===== config.mk =====
export PLATFORM = sky130hd
export DESIGN_NAME = issue_scoreboard
export DESIGN_NICKNAME = d
export VERILOG_FILES = /design/src/rtl/issue_scoreboard.sv
export SDC_FILE = /design/constraint.sdc
export NUM_CORES = 1
export LEC_CHECK = 0
export CORE_UTILIZATION = 55
export DETAILED_ROUTE_END_ITERATION = 8
export DONT_BUFFER_PORTS = 1
export PLACE_DENSITY = 0.69
export SETUP_SLACK_MARGIN = 0.15
export SYNTH_ARGS = -nofsm -noshare
export SYNTH_HDL_FRONTEND = slang
export SYNTH_SLANG_ARGS = --single-unit
export TNS_END_PERCENT = 1

===== constraint.sdc =====
create_clock -name clk -period 5 [get_ports clk]
set_clock_uncertainty 0.2 [all_clocks]
set_input_delay 1.25 -clock clk [delete_from_list [all_inputs] [get_ports clk]]
set_output_delay 1.25 -clock clk [all_outputs]
set_load 0.01 [all_outputs]

===== src/rtl/issue_scoreboard.sv =====
// Register-hazard scoreboard between decode and execute: tracks pending register
// writes, stalls issue on RAW/WAW/in-flight limit. Optional macro SCOREBOARD_WB_BYPASS_EN.
module issue_scoreboard #(
  parameter int NREGS        = 32,
  parameter int AW           = 5,
  parameter int MAX_INFLIGHT = 4,
  parameter int CW           = $clog2(MAX_INFLIGHT + 1)
) (
  input  logic             clk,
  input  logic             rst,
  input  logic             i_dec_valid,
  output logic             o_dec_ready,
  input  logic             i_dec_rd_valid,
  input  logic [AW-1:0]    i_dec_rd_waddr,
  input  logic             i_dec_rs1_valid,
  input  logic [AW-1:0]    i_dec_rs1_raddr,
  input  logic             i_dec_rs2_valid,
  input  logic [AW-1:0]    i_dec_rs2_raddr,
  input  logic             i_wb_valid,
  input  logic [AW-1:0]    i_wb_rd_waddr,
  output logic             o_stall_rs1,
  output logic             o_stall_rs2,
  output logic             o_stall_waw,
  output logic             o_stall_full,
  output logic [NREGS-1:0] o_busy,
  output logic [CW-1:0]    o_inflight,
  output logic             o_err
);

  localparam logic [CW-1:0] MAX_CNT = CW'(MAX_INFLIGHT);

  logic [NREGS-1:1] busy_q, busy_d;
  logic [CW-1:0]    inflight_q, inflight_d;
  logic             err_q, err_d;

  logic [NREGS-1:0] busy_vec;
  logic [NREGS-1:0] eff_busy;
  logic [NREGS-1:1] wb_mask;
  logic [NREGS-1:1] set_mask;
  logic             tracked;
  logic             wb_hit;
  logic             full;
  logic             any_stall;
  logic             issue;
  logic             inc;

  assign busy_vec = {busy_q, 1'b0};
  assign tracked  = i_dec_rd_valid & (i_dec_rd_waddr != '0);
  assign wb_hit   = i_wb_valid & (i_wb_rd_waddr != '0) & busy_vec[i_wb_rd_waddr];

  always_comb begin
    wb_mask  = '0;
    set_mask = '0;
    for (int r = 1; r < NREGS; r++) begin
      wb_mask[r]  = wb_hit & (i_wb_rd_waddr == AW'(r));
      set_mask[r] = inc & (i_dec_rd_waddr == AW'(r));
    end
  end

`ifdef SCOREBOARD_WB_BYPASS_EN
  // A register being written back this cycle is already readable and free.
  assign eff_busy = {busy_q & ~wb_mask, 1'b0};
  assign full     = (inflight_q == MAX_CNT) & ~wb_hit;
`else
  assign eff_busy = busy_vec;
  assign full     = (inflight_q == MAX_CNT);
`endif

  assign o_stall_rs1  = i_dec_rs1_valid & eff_busy[i_dec_rs1_raddr];
  assign o_stall_rs2  = i_dec_rs2_valid & eff_busy[i_dec_rs2_raddr];
  assign o_stall_waw  = tracked & eff_busy[i_dec_rd_waddr];
  assign o_stall_full = tracked & full;
  assign any_stall    = o_stall_rs1 | o_stall_rs2 | o_stall_waw | o_stall_full;

  // Ready never looks at i_dec_valid so decode can use it to decide validity.
  assign o_dec_ready = ~rst & ~any_stall;
  assign issue       = i_dec_valid & o_dec_ready;
  assign inc         = issue & tracked;

  always_comb begin
    // Set after clear so a same-cycle set on the written-back register wins.
    busy_d     = (busy_q & ~wb_mask) | set_mask;
    inflight_d = inflight_q;
    unique case ({inc, wb_hit})
      2'b10:   inflight_d = inflight_q + CW'(1);
      2'b01:   inflight_d = inflight_q - CW'(1);
      default: inflight_d = inflight_q;
    endcase
    err_d = err_q | (i_wb_valid & ~wb_hit);
  end

  always_ff @(posedge clk) begin
    if (rst) begin
      busy_q     <= '0;
      inflight_q <= '0;
      err_q      <= 1'b0;
    end else begin
      busy_q     <= busy_d;
      inflight_q <= inflight_d;
      err_q      <= err_d;
    end
  end

  assign o_busy     = busy_vec;
  assign o_inflight = inflight_q;
  assign o_err      = err_q;

endmodule


# Word level (Yosys, flattened, before mapping)

Cells that the tools add are included.

Input bits: 27
Output and inout bits: 41
Register bits: 35

Bitwise operators: 83
$add $sub $neg: 2
Mux-type cells: 9
Order comparisons: 4
Reductions and logical operators: 3
Equality and inequality tests: 65

Operator list:

| kind                                                                  | number |
|---|---|
| 5-bit equality test, second input constant                            | 32 |
| 5-bit by 4-bit equality test with 1-bit output, second input constant | 16 |
| 1-bit bitwise AND                                                     | 73 |
| 5-bit by 3-bit equality test with 1-bit output, second input constant | 8 |
| 31-bit bitwise AND                                                    | 1 |
| 31-bit NOT                                                            | 1 |
| 31-bit OR                                                             | 1 |
| 5-bit by 6-bit < comparator with 1-bit output, second input constant  | 4 |
| 1-bit binary-select mux with 5-bit select                             | 4 |
| 5-bit by 2-bit equality test with 1-bit output, second input constant | 4 |
| 5-bit by 1-bit equality test with 1-bit output, second input constant | 2 |
| 5-bit nonzero test                                                    | 2 |
| 3-bit case mux with 2 select lines                                    | 1 |
| 1-bit 2-to-1 mux                                                      | 4 |
| 1-bit OR                                                              | 4 |
| 3-bit by 1-bit adder with 3-bit output, second input constant         | 1 |
| 3-bit equality test, second input constant                            | 1 |
| 1-bit NOT                                                             | 3 |
| 3-bit by 1-bit subtractor with 3-bit output, second input constant    | 1 |
| 2-bit by 1-bit equality test with 1-bit output, second input constant | 1 |
| 2-bit equality test, second input constant                            | 1 |
| 2-bit nonzero test                                                    | 1 |

# Longest topological paths before layout

Gate-level depths: netlist (run 1).

Depth after elaboration: 12
Mapped depth: 16
Gate-level depth less buffers: 12

# Least setup slack after synthesis (run 1)

No wires, ideal clock.

Path type: input -> register
From: input port i_dec_rd_waddr[0]
To: register inflight_q[2], in the netlist o_inflight[2]
Path buffers: 4
Data required time: 4.730 ns
Arrival: 4.293 ns
Stages: 16
Path slack: 0.437 ns
Library setup time: 0.070 ns
Cells stage by stage: buf_6 > buf_6 > mux2i_1 > mux4_2 > mux4_2 > nor2b_1 > buf_6 > nand4bb_1 > buf_6 > or3_1 > ha_1 > inv_1 > fa_1 > xor2_1 > or3_1 > a21oi_1

Longest elaborated chain between the ends: 11
Elaborated cells on any way between the ends: 16
Classes of those cells: 2 x eq/ne; 3 x mux; 9 x bitwise; 2 x reduce/logical

RTL lines:

| what                                                                                  | line   | RTL |
|---|---|---|
| start, declared                                                                       | 14     | `input logic [AW-1:0] i_dec_rd_waddr,` |
| 1-bit binary-select mux with 5-bit select or 5-bit nonzero test (tied branches)       | 71, 48 |  |
| 1-bit 2-to-1 mux (not written as such) or 1-bit bitwise AND (tied branches)           | 71, 48 |  |
| 1-bit bitwise AND *                                                                   | 71     | `assign o_stall_waw = tracked & eff_busy[i_dec_rd_waddr];` |
| named net o_stall_waw                                                                 | 23     | `output logic o_stall_waw,` |
| 1-bit OR * (2 in a row)                                                               | 73     | `assign any_stall = o_stall_rs1 \| o_stall_rs2 \| o_stall_waw \| o_stall_full;` |
| 1-bit NOT *                                                                           | 76     | `assign o_dec_ready = ~rst & ~any_stall;` |
| 1-bit bitwise AND *                                                                   | 76     |  |
| 1-bit bitwise AND *                                                                   | 77     | `assign issue = i_dec_valid & o_dec_ready;` |
| 1-bit bitwise AND *                                                                   | 78     | `assign inc = issue & tracked;` |
| 2-bit by 1-bit equality test with 1-bit output or 2-bit equality test (tied branches) | 84     | `unique case ({inc, wb_hit})` |
| 3-bit case mux with 2 select lines or 2-bit nonzero test (tied branches)              | -      |  |
| end signal, assigned                                                                  | 99     | `inflight_q <= inflight_d;` |
| end, declared                                                                         | 33     | `logic [CW-1:0] inflight_q, inflight_d;` |

The timed path passes the listed nets; every way through them passes the cells marked *. The select of a mux whose other input is x is not followed.
A chain may end at the register's enable or synchronous reset.

# Worst setup path in the final report (run 1)

From: input port i_dec_rs2_raddr[1]
To: output port o_dec_ready

Longest elaborated chain between the ends: 8

RTL lines:

| what                                      | line | RTL |
|---|---|---|
| start, declared                           | 18   | `input logic [AW-1:0] i_dec_rs2_raddr,` |
| 1-bit binary-select mux with 5-bit select | 70   | `assign o_stall_rs2 = i_dec_rs2_valid & eff_busy[i_dec_rs2_raddr];` |
| 1-bit 2-to-1 mux (not written as such)    | 70   |  |
| 1-bit bitwise AND                         | 70   |  |
| 1-bit OR (3 in a row)                     | 73   |  |
| 1-bit NOT                                 | 76   |  |
| 1-bit bitwise AND                         | 76   |  |
| end, declared                             | 12   | `output logic o_dec_ready,` |

Every way passes these cells. The select of a mux whose other input is x is not followed.

==> impl_metrics.ini, run 1 <==
[global_routing]
grt.total_usage_pct = 34.5
grt_pass1_wl_mm = 13.7
antenna_found_initial = 0
grt_max_degree = 41
grt-ovfl-total = 0
grt_pass1_vias = 2456

[timing]
post-route-min-period_ns = 4.60
fin_tns_setup_ns = 0
drv_slew = 0
worstMarginPinSlew_ns = 0.674
timing.final.hold_violations = 0
worst_slack_ns = 0.399
rsz0062_at_grt = false
max-slew-margin-rel_pct = 55.1
finalSetupViolations = 0
fmax_mhz = 217
period_share_pct = 92.0

[clock_network]
post_cts_resized = 0
clkTransAtPathRegs_ns = 0.07
cts_sinks = 35
clk_path_buf_depth = 2
hold_buffers = 0
numCtsBuffers = 5
root_buffer = clkbuf_8
post_cts_buffers = 0
cts_max_level = 2
clk_latency_ns = 0.30
cts_tree = done

[yosys]
synth_edf_count = 0
netlist_instances = 294
yosysMostFrequentCell = nor2b_1
synth_seq_area_share_pct = 24.2
synth.top_cell.area_share_pct = 24.2
synth_top_cell_by_area = dfxtp_1
yosys-top-cells-area = dfxtp_1 24%, mux4_2 23%, nor2b_1 8.7%
synthArstFlopShare_pct = 0
syn_avg_cell_area_um2 = 9.84
synth_nets = 323
ys_seq_elements = 35
synth_cell_type_count = 41
ys.warnings.count = 0
syn-cell-area_um2 = 2890
ys_top_cells_by_count = 40 x nor2b_1, 35 x dfxtp_1, 34 x o21ai_0
synthFlopType = dfxtp_1

[floorplan]
die_y_um = 74.5
die_w_um = 74.5
start_util_pct = 57.0
coreArea_um2 = 5070
io_pins = 68
rows = 26
die_area_um2 = 5550

[finish]
final_area_um2 = 2960
syn_to_final_growth_pct = 2.42
multi_input_area_um2 = 2010
drive_gt1_share_pct = 17.5
diodes = 0
layout.nets = 308
fin_cells = 350
fill_cells = 462
seq_area_um2 = 701

[detailed_routing]
postRouteAntennaNets = 0
drtIter0Drc = 304
vias_per_cell = 7.31
drc = 0
vias = 2560
first_pass_iters = 4
wl_per_cell_um = 26.0
wirelength_mm = 9.09

[placement]
post-place-ws_ns = 0.400
placedCellCount = 342
dp_hpwl_mm = 6.41
portBuffers = 0
place_congestion = 0.937
dpl_cell_area_um2 = 2850

[outcome]
run_status = finished, final reports clean

[power_and_ir_drop]
fin_total_pwr_uw = 633
peakVddDrop_v = 0.000142
p_per_area_nw_per_um2 = 214
power_leakage_uw = 0.00100

[setup_path]
path_cells = mux4_2 -> mux4_2 -> nand2b_1 -> nand4_1 -> nand2_1 -> nor4_1
r2r-start = busy_q[2]
reg2reg_depth = 12
end_kind = primary output
r2r_setup_slack_ns = 1.46
crit_top_cell = mux4_2
cp-start-kind = input pin
cp_data_arrival_time_ns = 3.15
reg2reg_to = o_inflight[2]
worstPathRequired_ns = 3.55
slowest_delay_ns = 0.48
cp_max_fo = 8
critical_path.slowest_cell = nor4_1
critPathKind = in -> out

[worst_hold_path]
hold_depth = 2
min_from = o_err
min_to = o_err
min_path_type = reg -> reg

[job]
max_cap_violations = 0
-- sequential cells by signal, indices dropped and copies added, names as in the netlist --
register / flops
o_err: 1
busy_q: 31
o_inflight: 3
-- power breakdown --
group          leakage (uW)  switching [uW]  internal [uW]  total (uW)
Clock             0.0000612             110            161         272
Sequential         0.000283            7.01            282         289
Combinational      0.000660            40.6           31.0        71.6
-- layer usage --
layer  vias to the layer above  wire length (um)  global-route usage (%)
met4                         0               275                    14.0
met3                        25              1040                    9.21
met2                       171              4100                    50.7
met5                         -                 0                       0
met1                      1252              3680                    48.2
li1                       1112                 -                       -
-- per-stage QoR --
step	util, %	hold slack (ns)
2_1_floorplan	-	0.302
3_3_place_gp	56.1	0.319
3_5_place_dp	56.1	0.330
4_1_cts	58.4	0.347
5_1_grt	58.4	0.402
6_report	58.4	0.343
-- worst max-delay path: cells and delay by family --
kind	cells	cell delay, ns
simple gates	4	0.98
mux	2	0.92
-- cell usage in the layout (no fill, tap or decap), types with 5 or more instances in the layout --
master,Yosys,routed
mux2i_1,12,12
nor2_1,12,12
o41ai_1,7,7
mux4_2,30,30
dfxtp_1,35,35
or3_1,5,5
clkbuf_8,0,6
o41ai_2,5,5
nand3b_1,5,5
inv_1,8,8
o31ai_1,19,19
nor2b_1,40,40
o21ai_0,34,34
nand3_1,6,6
nand2_1,14,14
-- how the worst max path moves through the flow --
stage                             startpoint       endpoint  slack (ns)  cells past startpoint
after floorplan            i_dec_rd_waddr[0]  o_inflight[2]        0.44                     16
after global placement    i_dec_rs2_raddr[1]    o_dec_ready        0.42                      6
after detailed placement  i_dec_rs2_raddr[1]    o_dec_ready        0.40                      6
after CTS                 i_dec_rs2_raddr[1]    o_dec_ready        0.40                      6
after global routing      i_dec_rs2_raddr[1]    o_dec_ready        0.29                      6
final                     i_dec_rs2_raddr[1]    o_dec_ready        0.40                      6
-- kinds of logic after synthesis --
group / count (synthesis) / share of synthesized area [%]
AOI/OAI and AO/OA: 75 / 18.6
buffers and inverters: 32 / 6.23
other: 1 / 0.130
xor gates and xnor gates: 2 / 0.606
DFF: 35 / 24.2
muxes: 46 / 29.1
adders and majority gates: 2 / 1.12
and+or+nand+nor: 101 / 20.1
-- final cells by class --
class,instances,share of cell area [%]
timing repair buffer,2,0.507
clock buffer,6,2.79
inverter,8,1.01
sequential,35,23.6
tap,70,2.96
multi-input combinational,227,67.9
clock inverter,2,1.18
(Power assumes the default switching activity.)
==> run 2, diff against run 1 <==
--- a/config.mk
+++ b/config.mk
@@ -6,6 +6,7 @@
 export NUM_CORES = 1
 export LEC_CHECK = 0
 export CORE_UTILIZATION = 55
+export CTS_CLUSTER_DIAMETER = 40
 export DETAILED_ROUTE_END_ITERATION = 8
 export DONT_BUFFER_PORTS = 1
 export PLACE_DENSITY = 0.69
==> results of run 2 <==
No change in the layout: final DEF, timing and power equal those of run 1.
==> run 3, diff against run 2 <==
--- a/config.mk
+++ b/config.mk
@@ -9,6 +9,7 @@
 export CTS_CLUSTER_DIAMETER = 40
 export DETAILED_ROUTE_END_ITERATION = 8
 export DONT_BUFFER_PORTS = 1
+export MAX_ROUTING_LAYER = met4
 export PLACE_DENSITY = 0.69
 export SETUP_SLACK_MARGIN = 0.15
 export SYNTH_ARGS = -nofsm -noshare
==> run 3 against run 2 <==
Net effect:
- power shrank 0.38%
- sequential power is essentially flat
- register-to-register slack gained 0.04 ns
- die area is the same
- maximum frequency shrank 0.58%
- worst hold slack lost 0.0031 ns
- first-iteration DRC count shrank 22%
- largest cell class unchanged
==> impl_metrics.ini, run 3 (synthesis results as in run 1) <==
[detailed_routing]
first_pass_iters = 5
wl_per_cell_um = 25.7
vias_per_cell = 7.50
drtIter0Drc = 236
vias = 2624
drc = 0
wirelength_mm = 9.01
postRouteAntennaNets = 0

[clock_network]
clk_path_buf_depth = 2
root_buffer = clkbuf_8
cts_sinks = 35
cts_tree = done
numCtsBuffers = 5
clkTransAtPathRegs_ns = 0.07
clk_latency_ns = 0.30
hold_buffers = 0
post_cts_resized = 0
cts_max_level = 2
post_cts_buffers = 0

[power_and_ir_drop]
fin_total_pwr_uw = 631
p_per_area_nw_per_um2 = 213
peakVddDrop_v = 0.000116
power_leakage_uw = 0.00100

[timing]
drv_slew = 0
timing.final.hold_violations = 0
max-slew-margin-rel_pct = 55.3
finalSetupViolations = 0
worstMarginPinSlew_ns = 0.671
period_share_pct = 92.5
rsz0062_at_grt = false
post-route-min-period_ns = 4.63
fmax_mhz = 216
fin_tns_setup_ns = 0

[setup_path]
cp_max_fo = 8
r2r-start = busy_q[2]
cp_data_arrival_time_ns = 3.18
reg2reg_to = o_inflight[2]
end_kind = primary output
cp-start-kind = input pin
worstPathRequired_ns = 3.55
reg2reg_depth = 12
r2r_setup_slack_ns = 1.50
critPathKind = in -> out

[floorplan]
die_y_um = 74.5
coreArea_um2 = 5070
start_util_pct = 57.0
die_area_um2 = 5550
io_pins = 68
die_w_um = 74.5
rows = 26

[global_routing]
globalRouteMet3Util_pct = 8.81
grt_max_degree = 41
grt_pass1_wl_mm = 13.3
antenna_found_initial = 0
grt_pass1_vias = 2396
grt.total_usage_pct = 35.1
grtUsageMet2_pct = 50.3
gr-usage-met1_pct = 46.9
grt-ovfl-total = 0
grt_busiest_layer = met2

[placement]
place_congestion = 0.946
portBuffers = 0
dp_hpwl_mm = 6.42

[worst_hold_path]
min_to = o_err
min_from = o_err
hold_depth = 2
min_path_type = reg -> reg

[finish]
mostFrequentLayoutCell = nor2b_1
layout.cells.most_common_list = 40 x nor2b_1, 35 x dfxtp_1, 34 x o21ai_0
largest_register_ffs = 31
largest-register = busy_q
diodes = 0
drive_gt1_share_pct = 17.5
syn_to_final_growth_pct = 2.42
layout.nets = 308

[job]
max_cap_violations = 0

[outcome]
run_status = finished, final reports clean
## run 3: cell counts in the layout (fill, tap and decap cells not counted)
Identical to the previous run, type by type.
## run 3: critical path, cell delays in order
cell and delay [ns]:
mux4_2 0.46, mux4_2 0.46, nand2b_1 0.15, nand4_1 0.17, nand2_1 0.19, nor4_1 0.49
## run 3: through the flow
stage	setup slack, ns	std cells	hold slack (ns)	utilization (%)	cell area [um2]
after floorplan	0.437	294	0.302	-	2890
after global placement	0.425	342	0.319	56.1	2850
after detailed placement	0.391	342	0.329	56.1	2850
after CTS	0.389	350	0.347	58.4	2960
after global routing	0.282	350	0.390	58.4	2960
final	0.373	350	0.340	58.4	2960
## run 3: worst max path at each step
| stage | start | to | cells past startpoint |
|---|---|---|---|
| 6_report | i_dec_rs2_raddr[1] | o_dec_ready | 6 |
| 5_1_grt | i_dec_rs2_raddr[1] | o_dec_ready | 6 |
| 3_5_place_dp | i_dec_rs2_raddr[1] | o_dec_ready | 6 |
| 4_1_cts | i_dec_rs2_raddr[1] | o_dec_ready | 6 |
| 3_3_place_gp | i_dec_rs2_raddr[1] | o_dec_ready | 6 |
| 2_1_floorplan | i_dec_rd_waddr[0] | o_inflight[2] | 16 |
## run 3: cell type report
class	instances	area, um2
inverters	8	30.0
flip-flops and latches	35	701
fillers	457	2110
repair buffers	2	15.0
multi-input cells	227	2010
well taps	70	87.6
clock inverters	2	35.0
clock buffers	6	82.6
## run 3: routing by layer
metal	up-vias	routed length [um]
li1	1110	-
met2	201	4080
met5	-	0
met3	36	1170
met4	0	291
met1	1277	3470
## run 3: report_power, final
part,switching [uW],internal (uW),leakage (uW)
sequential,6.87,282,0.000283
clock,109,161,0.0000612
combinational,40.0,30.9,0.000660
